## src/rtl/fir_out_requant.sv

```systemverilog
// rtl/fir_out_requant.sv - round/shift/saturate of FIR accumulator output into a FWFT stream FIFO
// Optional macro FIR_OUT_WARMUP_EN discards the first TAPS-1 samples after reset.
module fir_out_requant #(
    parameter int TAPS  = 63,
    parameter int SHIFT = 8,
    parameter int DEPTH = 8
) (
    input  logic                       clk,
    input  logic                       rst_n,
    input  logic                       ena,
    input  logic signed [31:0]         y_in,
    output logic signed [15:0]         m_data,
    output logic                       m_valid,
    input  logic                       m_ready,
    input  logic                       clr_ovf,
    output logic                       ovf_sticky,
    output logic [7:0]                 drop_cnt,
    output logic [$clog2(DEPTH):0]     level
);

    localparam int AW = $clog2(DEPTH);
    localparam logic signed [32:0] RND =
        (SHIFT > 0) ? (33'sd1 <<< ((SHIFT > 0) ? SHIFT - 1 : 0)) : 33'sd0;

    logic                  ena_d_q, ena_d_d;
    logic signed [32:0]    s1_q, s1_d;
    logic                  v1_q, v1_d;
    logic [AW-1:0]         wr_ptr_q, wr_ptr_d;
    logic [AW-1:0]         rd_ptr_q, rd_ptr_d;
    logic [AW:0]           lvl_q, lvl_d;
    logic                  ovf_q, ovf_d;
    logic [7:0]            drop_q, drop_d;
    logic signed [15:0]    mem [DEPTH];

    logic signed [32:0]    r;
    logic signed [15:0]    sat;
    logic                  sat_hit;
    logic                  warm;
    logic                  push_req;
    logic                  full;
    logic                  pop;
    logic                  do_push;
    logic                  drop_hit;

`ifdef FIR_OUT_WARMUP_EN
    typedef enum logic {WARM, RUN} state_t;
    localparam int CW = $clog2(TAPS + 1);
    state_t                state_q, state_d;
    logic [CW-1:0]         cnt_q, cnt_d;

    assign warm = (state_q == WARM);
`else
    assign warm = 1'b0;
`endif

    assign m_valid    = (lvl_q != '0);
    assign m_data     = m_valid ? mem[rd_ptr_q] : 16'sd0;
    assign level      = lvl_q;
    assign ovf_sticky = ovf_q;
    assign drop_cnt   = drop_q;

    always_comb begin
        ena_d_d = ena;
        // 33-bit sum so the rounding constant can never wrap a large positive input
        r    = $signed({y_in[31], y_in}) + RND;
        v1_d = ena_d_q;
        s1_d = ena_d_q ? (r >>> SHIFT) : s1_q;

        sat_hit = 1'b0;
        if (s1_q > 33'sd32767) begin
            sat     = 16'sh7FFF;
            sat_hit = 1'b1;
        end else if (s1_q < -33'sd32768) begin
            sat     = -16'sh8000;
            sat_hit = 1'b1;
        end else begin
            sat = s1_q[15:0];
        end

        push_req = v1_q && !warm;
        full     = (lvl_q == (AW + 1)'(DEPTH));
        pop      = m_valid && m_ready;
        do_push  = push_req && (!full || pop);
        drop_hit = push_req && full && !pop;

        wr_ptr_d = do_push ? wr_ptr_q + AW'(1) : wr_ptr_q;
        rd_ptr_d = pop ? rd_ptr_q + AW'(1) : rd_ptr_q;
        lvl_d    = lvl_q;
        if (do_push && !pop) begin
            lvl_d = lvl_q + (AW + 1)'(1);
        end else if (!do_push && pop) begin
            lvl_d = lvl_q - (AW + 1)'(1);
        end

        ovf_d  = clr_ovf ? 1'b0 : (ovf_q || (v1_q && sat_hit));
        drop_d = drop_q;
        if (clr_ovf) begin
            drop_d = 8'd0;
        end else if (drop_hit && drop_q != 8'hFF) begin
            drop_d = drop_q + 8'd1;
        end

`ifdef FIR_OUT_WARMUP_EN
        state_d = state_q;
        cnt_d   = cnt_q;
        if (v1_q && warm) begin
            cnt_d = cnt_q + CW'(1);
            if (int'(cnt_d) >= TAPS - 1) begin
                state_d = RUN;
            end
        end
`endif
    end

    always_ff @(posedge clk or negedge rst_n) begin
        if (!rst_n) begin
            ena_d_q  <= 1'b0;
            s1_q     <= '0;
            v1_q     <= 1'b0;
            wr_ptr_q <= '0;
            rd_ptr_q <= '0;
            lvl_q    <= '0;
            ovf_q    <= 1'b0;
            drop_q   <= 8'd0;
`ifdef FIR_OUT_WARMUP_EN
            state_q  <= WARM;
            cnt_q    <= '0;
`endif
        end else begin
            ena_d_q  <= ena_d_d;
            s1_q     <= s1_d;
            v1_q     <= v1_d;
            wr_ptr_q <= wr_ptr_d;
            rd_ptr_q <= rd_ptr_d;
            lvl_q    <= lvl_d;
            ovf_q    <= ovf_d;
            drop_q   <= drop_d;
`ifdef FIR_OUT_WARMUP_EN
            state_q  <= state_d;
            cnt_q    <= cnt_d;
`endif
        end
    end

    // Storage needs no reset: m_data is gated by m_valid, which follows the pointers.
    always_ff @(posedge clk) begin
        if (do_push) begin
            mem[wr_ptr_q] <= sat;
        end
    end

endmodule

```

## config.mk

```make
export PLATFORM = sky130hd
export DESIGN_NAME = fir_out_requant
export DESIGN_NICKNAME = d
export VERILOG_FILES = /design/src/rtl/fir_out_requant.sv
export SDC_FILE = /design/constraint.sdc
export NUM_CORES = 1
export LEC_CHECK = 0
export ABC_AREA = 1
export CORE_UTILIZATION = 58
export DETAILED_ROUTE_END_ITERATION = 10
export PLACE_DENSITY = 0.8
export SYNTH_ARGS = -nofsm -noshare
export SYNTH_HDL_FRONTEND = slang
export SYNTH_SLANG_ARGS = --single-unit
```

## constraint.sdc

```tcl
create_clock -name clk -period 2.7 [get_ports clk]
set_clock_uncertainty 0.1 [all_clocks]
set_input_delay 0.405 -clock clk [delete_from_list [all_inputs] [get_ports clk]]
set_output_delay 0.405 -clock clk [all_outputs]
set_load 0.03 [all_outputs]
```

==> flow_metrics.env <==
export IMPL_place_area_sq_um=8860
export IMPL_finalPower_mw=9.65
export IMPL_io_buffer_count=59
export IMPL_drv_cap=0
export IMPL_required_ns=2.19
export IMPL_grt_antenna_before_repair=0
export IMPL_ys_types=36
export IMPL_final_layout_size_suffix_gt1_frac=0.101
export IMPL_antenna_cells=0
export IMPL_syn_cell_area_sq_um=7960
export IMPL_grt_pass1_wl_mm=29.7
export IMPL_critPathKind="flip-flop to output pin"
export IMPL_clkPwrFrac=0.271
export IMPL_crit_chain="inv_1 > buf_4 > o21ai_0 > o22ai_1 > nor2_1 > nor2_1 > dlygate4sd2_1"
export IMPL_finalWeightedCongestion=0.841
export IMPL_ctsHtreeMaxLevel=4
export IMPL_wl_mm=18.7
export IMPL_cts_buffers=17
export IMPL_syn_to_final_growth_pct=18.8
export IMPL_leakage_nw=3.70
export IMPL_ios=67
export IMPL_crit_slowest_cell="dfrtp_1"
export IMPL_grt_pass1_vias=5929
export IMPL_synth_nets=847
export IMPL_vdd_drop_max_v=0.000674
export IMPL_switching_share=0.369
export IMPL_status="finished clean"
export IMPL_route_detailed_drc=0
export IMPL_hold_violations=0
export IMPL_first_pass_iters=7
export IMPL_worst_pin_slew_ns=0.750
export IMPL_rows=42
export IMPL_fin_area_sq_um=9450
export IMPL_core_sq_um=13300
export IMPL_drtAntennaViolNets=0
export IMPL_grt_usage=0.280
export IMPL_rsz0062_at_grt="yes"
export IMPL_hold_class="primary input to asynchronous set/reset pin"
export IMPL_multi_input_area_sq_um=2670
export IMPL_critPathLaunchType="flip-flop"
export IMPL_root_buffer="clkbuf_16"
export IMPL_syn_inst=802
export IMPL_die_area_sq_um=14200
export IMPL_clock_latency_ns=0.43
export IMPL_slew_limit_headroom=0.500
export IMPL_vias=6042
export IMPL_die_w_um=119
export IMPL_syn_area_per_cell_sq_um=9.92
export IMPL_cts_tree="yes"
export IMPL_die_height_um=119
export IMPL_p_switching_mw=3.56
export IMPL_ff_latch_area_sq_um=5000
export IMPL_fill_cells=923
export IMPL_cp_common_cell="nor2_1"
export IMPL_crit_arrival_ns=2.10
export IMPL_internal_power_mw=6.09
export IMPL_setup_viol=0
export IMPL_fin_crit_sh=0.966
export IMPL_ys_seq_area_frac=0.628
export IMPL_gr_total_overflow=0
export IMPL_routedWlPerCell_um=17.5
export IMPL_drtIter0Drc=530
export IMPL_grt_max_degree=42
export IMPL_start_util=0.598
export IMPL_cpPeakStageDelay_ns=0.44
export IMPL_cp_max_fo=11
export IMPL_reg2reg_slack_ns=0.28
export IMPL_crit_buf_inv=3
export IMPL_clk_pin_slew_ns=0.06
export IMPL_clock_sinks=174
export IMPL_drv_slew=0
export IMPL_seqPwrFrac=0.362
export IMPL_max_clock_freq_mhz=383
export IMPL_fin_nets=920
export IMPL_synth_seq_cells=174
export IMPL_pwr_density_cell_nw_per_um2=1020
export IMPL_path_delay_family="buffers and inverters"
export IMPL_min_period_ns=2.61
export IMPL_via_per_inst=5.68
export IMPL_clockBufferDepth=2
export IMPL_end_kind="output pin"
export IMPL_combPwrFrac=0.368
export IMPL_ys_warn_count=0
export IMPL_hpwl_mm=12.1
## layer usage
layer / routed length, um / up-vias / track usage / share of wire
li1: - / 2866 / - / -
met1: 7100 / 2833 / 0.331 / 0.38
met2: 9640 / 289 / 0.483 / 0.52
met3: 1270 / 54 / 0.0589 / 0.068
met4: 658 / 0 / 0.140 / 0.035
met5: 0 / - / 0 / 0
## logic make-up (layout without fill, tap and decap cells)
family	Yosys count	in the layout	share of synthesized area
compound gates	133	133	0.0936
xor+xnor	18	18	0.0198
mux	1	1	0.00142
flops	174	174	0.628
fa+ha+maj	8	8	0.0135
buf+inv	68	154	0.0373
simple gates	400	400	0.207
## path summary, 6_finish.rpt
path,startpoint,endpoint,depth (start not counted)
setup reg to reg,level[1],level[3],13
hold reg to reg,s1_q[14],s1_q[14],2
min in group clk,ena,ena_d_q,1
max in group asynchronous,rst_n,rd_ptr_q[0],3
hold / removal,rst_n,drop_cnt[4],2
setup / recovery,rd_ptr_q[1],m_data[2],7
## repair_timing
| action | in CTS | in global routing |
|---|---|---|
| hold buffers | 1 | 0 |
| endpoints found under the setup margin | 16 | 14 |
| resized for setup | 21 | 25 |
| endpoints found under the hold margin | 5 | 0 |
| gates cloned | 0 | 0 |
| buffers inserted | 0 | 0 |
## Yosys cell counts, drive strengths merged
library cell	count	area (sq um)
nand3	24	135
ha	7	87.6
dfrtp	46	1150
fa	1	20.0
xor2	11	96.3
o21bai	2	18.8
xnor2	7	61.3
nand4	5	31.3
nand3b	7	52.6
nor2	170	656
o21ai	83	419
clkinv	1	3.75
nand2	190	733
nor3	1	16.3
edfxtp	128	3840
nor3b	1	7.51
clkbuf	15	58.8
buf	18	106
o211ai	17	128
inv	34	128
mux2	1	11.3
a21oi	12	60.1
o22ai	17	106
or2	2	12.5
a31oi	2	12.5
## sequential cells by signal, summed over array words and instances (netlist names)
register and cells:
ovf_sticky 1, level 4, ena_d_q 1, push_req 1, mem 128, rd_ptr_q 3
s1_q 25, wr_ptr_q 3, drop_cnt 8
## metrics by stage
| stage | cells | worst slack, ns | hold slack [ns] | util | TNS, ns |
|---|---|---|---|---|---|
| finish | 1064 | 0.0918 | 0.212 | 0.711 | 0 |
| global route | 1064 | -0.00311 | 0.230 | 0.711 | -0.00311 |
| CTS | 1064 | 0.00303 | 0.208 | 0.714 | 0 |
| detailed placement | 1031 | -0.00161 | 0.133 | 0.667 | -0.00161 |
| global placement | 1031 | 0.0969 | 0.127 | 0.667 | 0 |
| floorplan | 802 | 0.292 | 0.00941 | - | 0 |
## cells in the final DEF (no fill, tap or decap), drive strengths merged
cell,netlist,final
dfrtp,46,46
a21oi,12,12
inv,34,34
ha,7,7
clkinv,1,6
nor2,170,170
nand2,190,190
o22ai,17,17
or2,2,2
o211ai,17,17
o21bai,2,2
a31oi,2,2
nand4,5,5
clkdlybuf4s15,0,2
clkbuf,15,29
buf,18,29
nor3b,1,1
clkdlybuf4s50,0,42
bufinv,0,5
clkinvlp,0,3
fa,1,1
o21ai,83,83
nand3,24,24
mux2,1,1
dlygate4sd3,0,1
xor2,11,11
dlygate4sd2,0,3
nor3,1,1
xnor2,7,7
edfxtp,128,128
nand3b,7,7
## power by group through the flow
stage	Combinational, mW	Sequential, mW	Clock (mW)
4_1_cts	3.58	3.48	2.63
3_5_place_dp	3.69	3.53	0
3_3_place_gp	3.56	3.50	0
2_1_floorplan	2.29	3.54	0
6_report	3.55	3.49	2.61
5_1_grt	3.85	3.52	2.73
## area by class of cell
cell class / count / area share
clock buffers: 19 / 0.0458
repair buffers: 87 / 0.0858
clock inverters: 13 / 0.0207
well taps: 176 / 0.0233
multi-input cells: 560 / 0.282
inverters: 35 / 0.0139
flip-flops and latches: 174 / 0.529
Note: power is estimated with default switching activity, not from simulation.
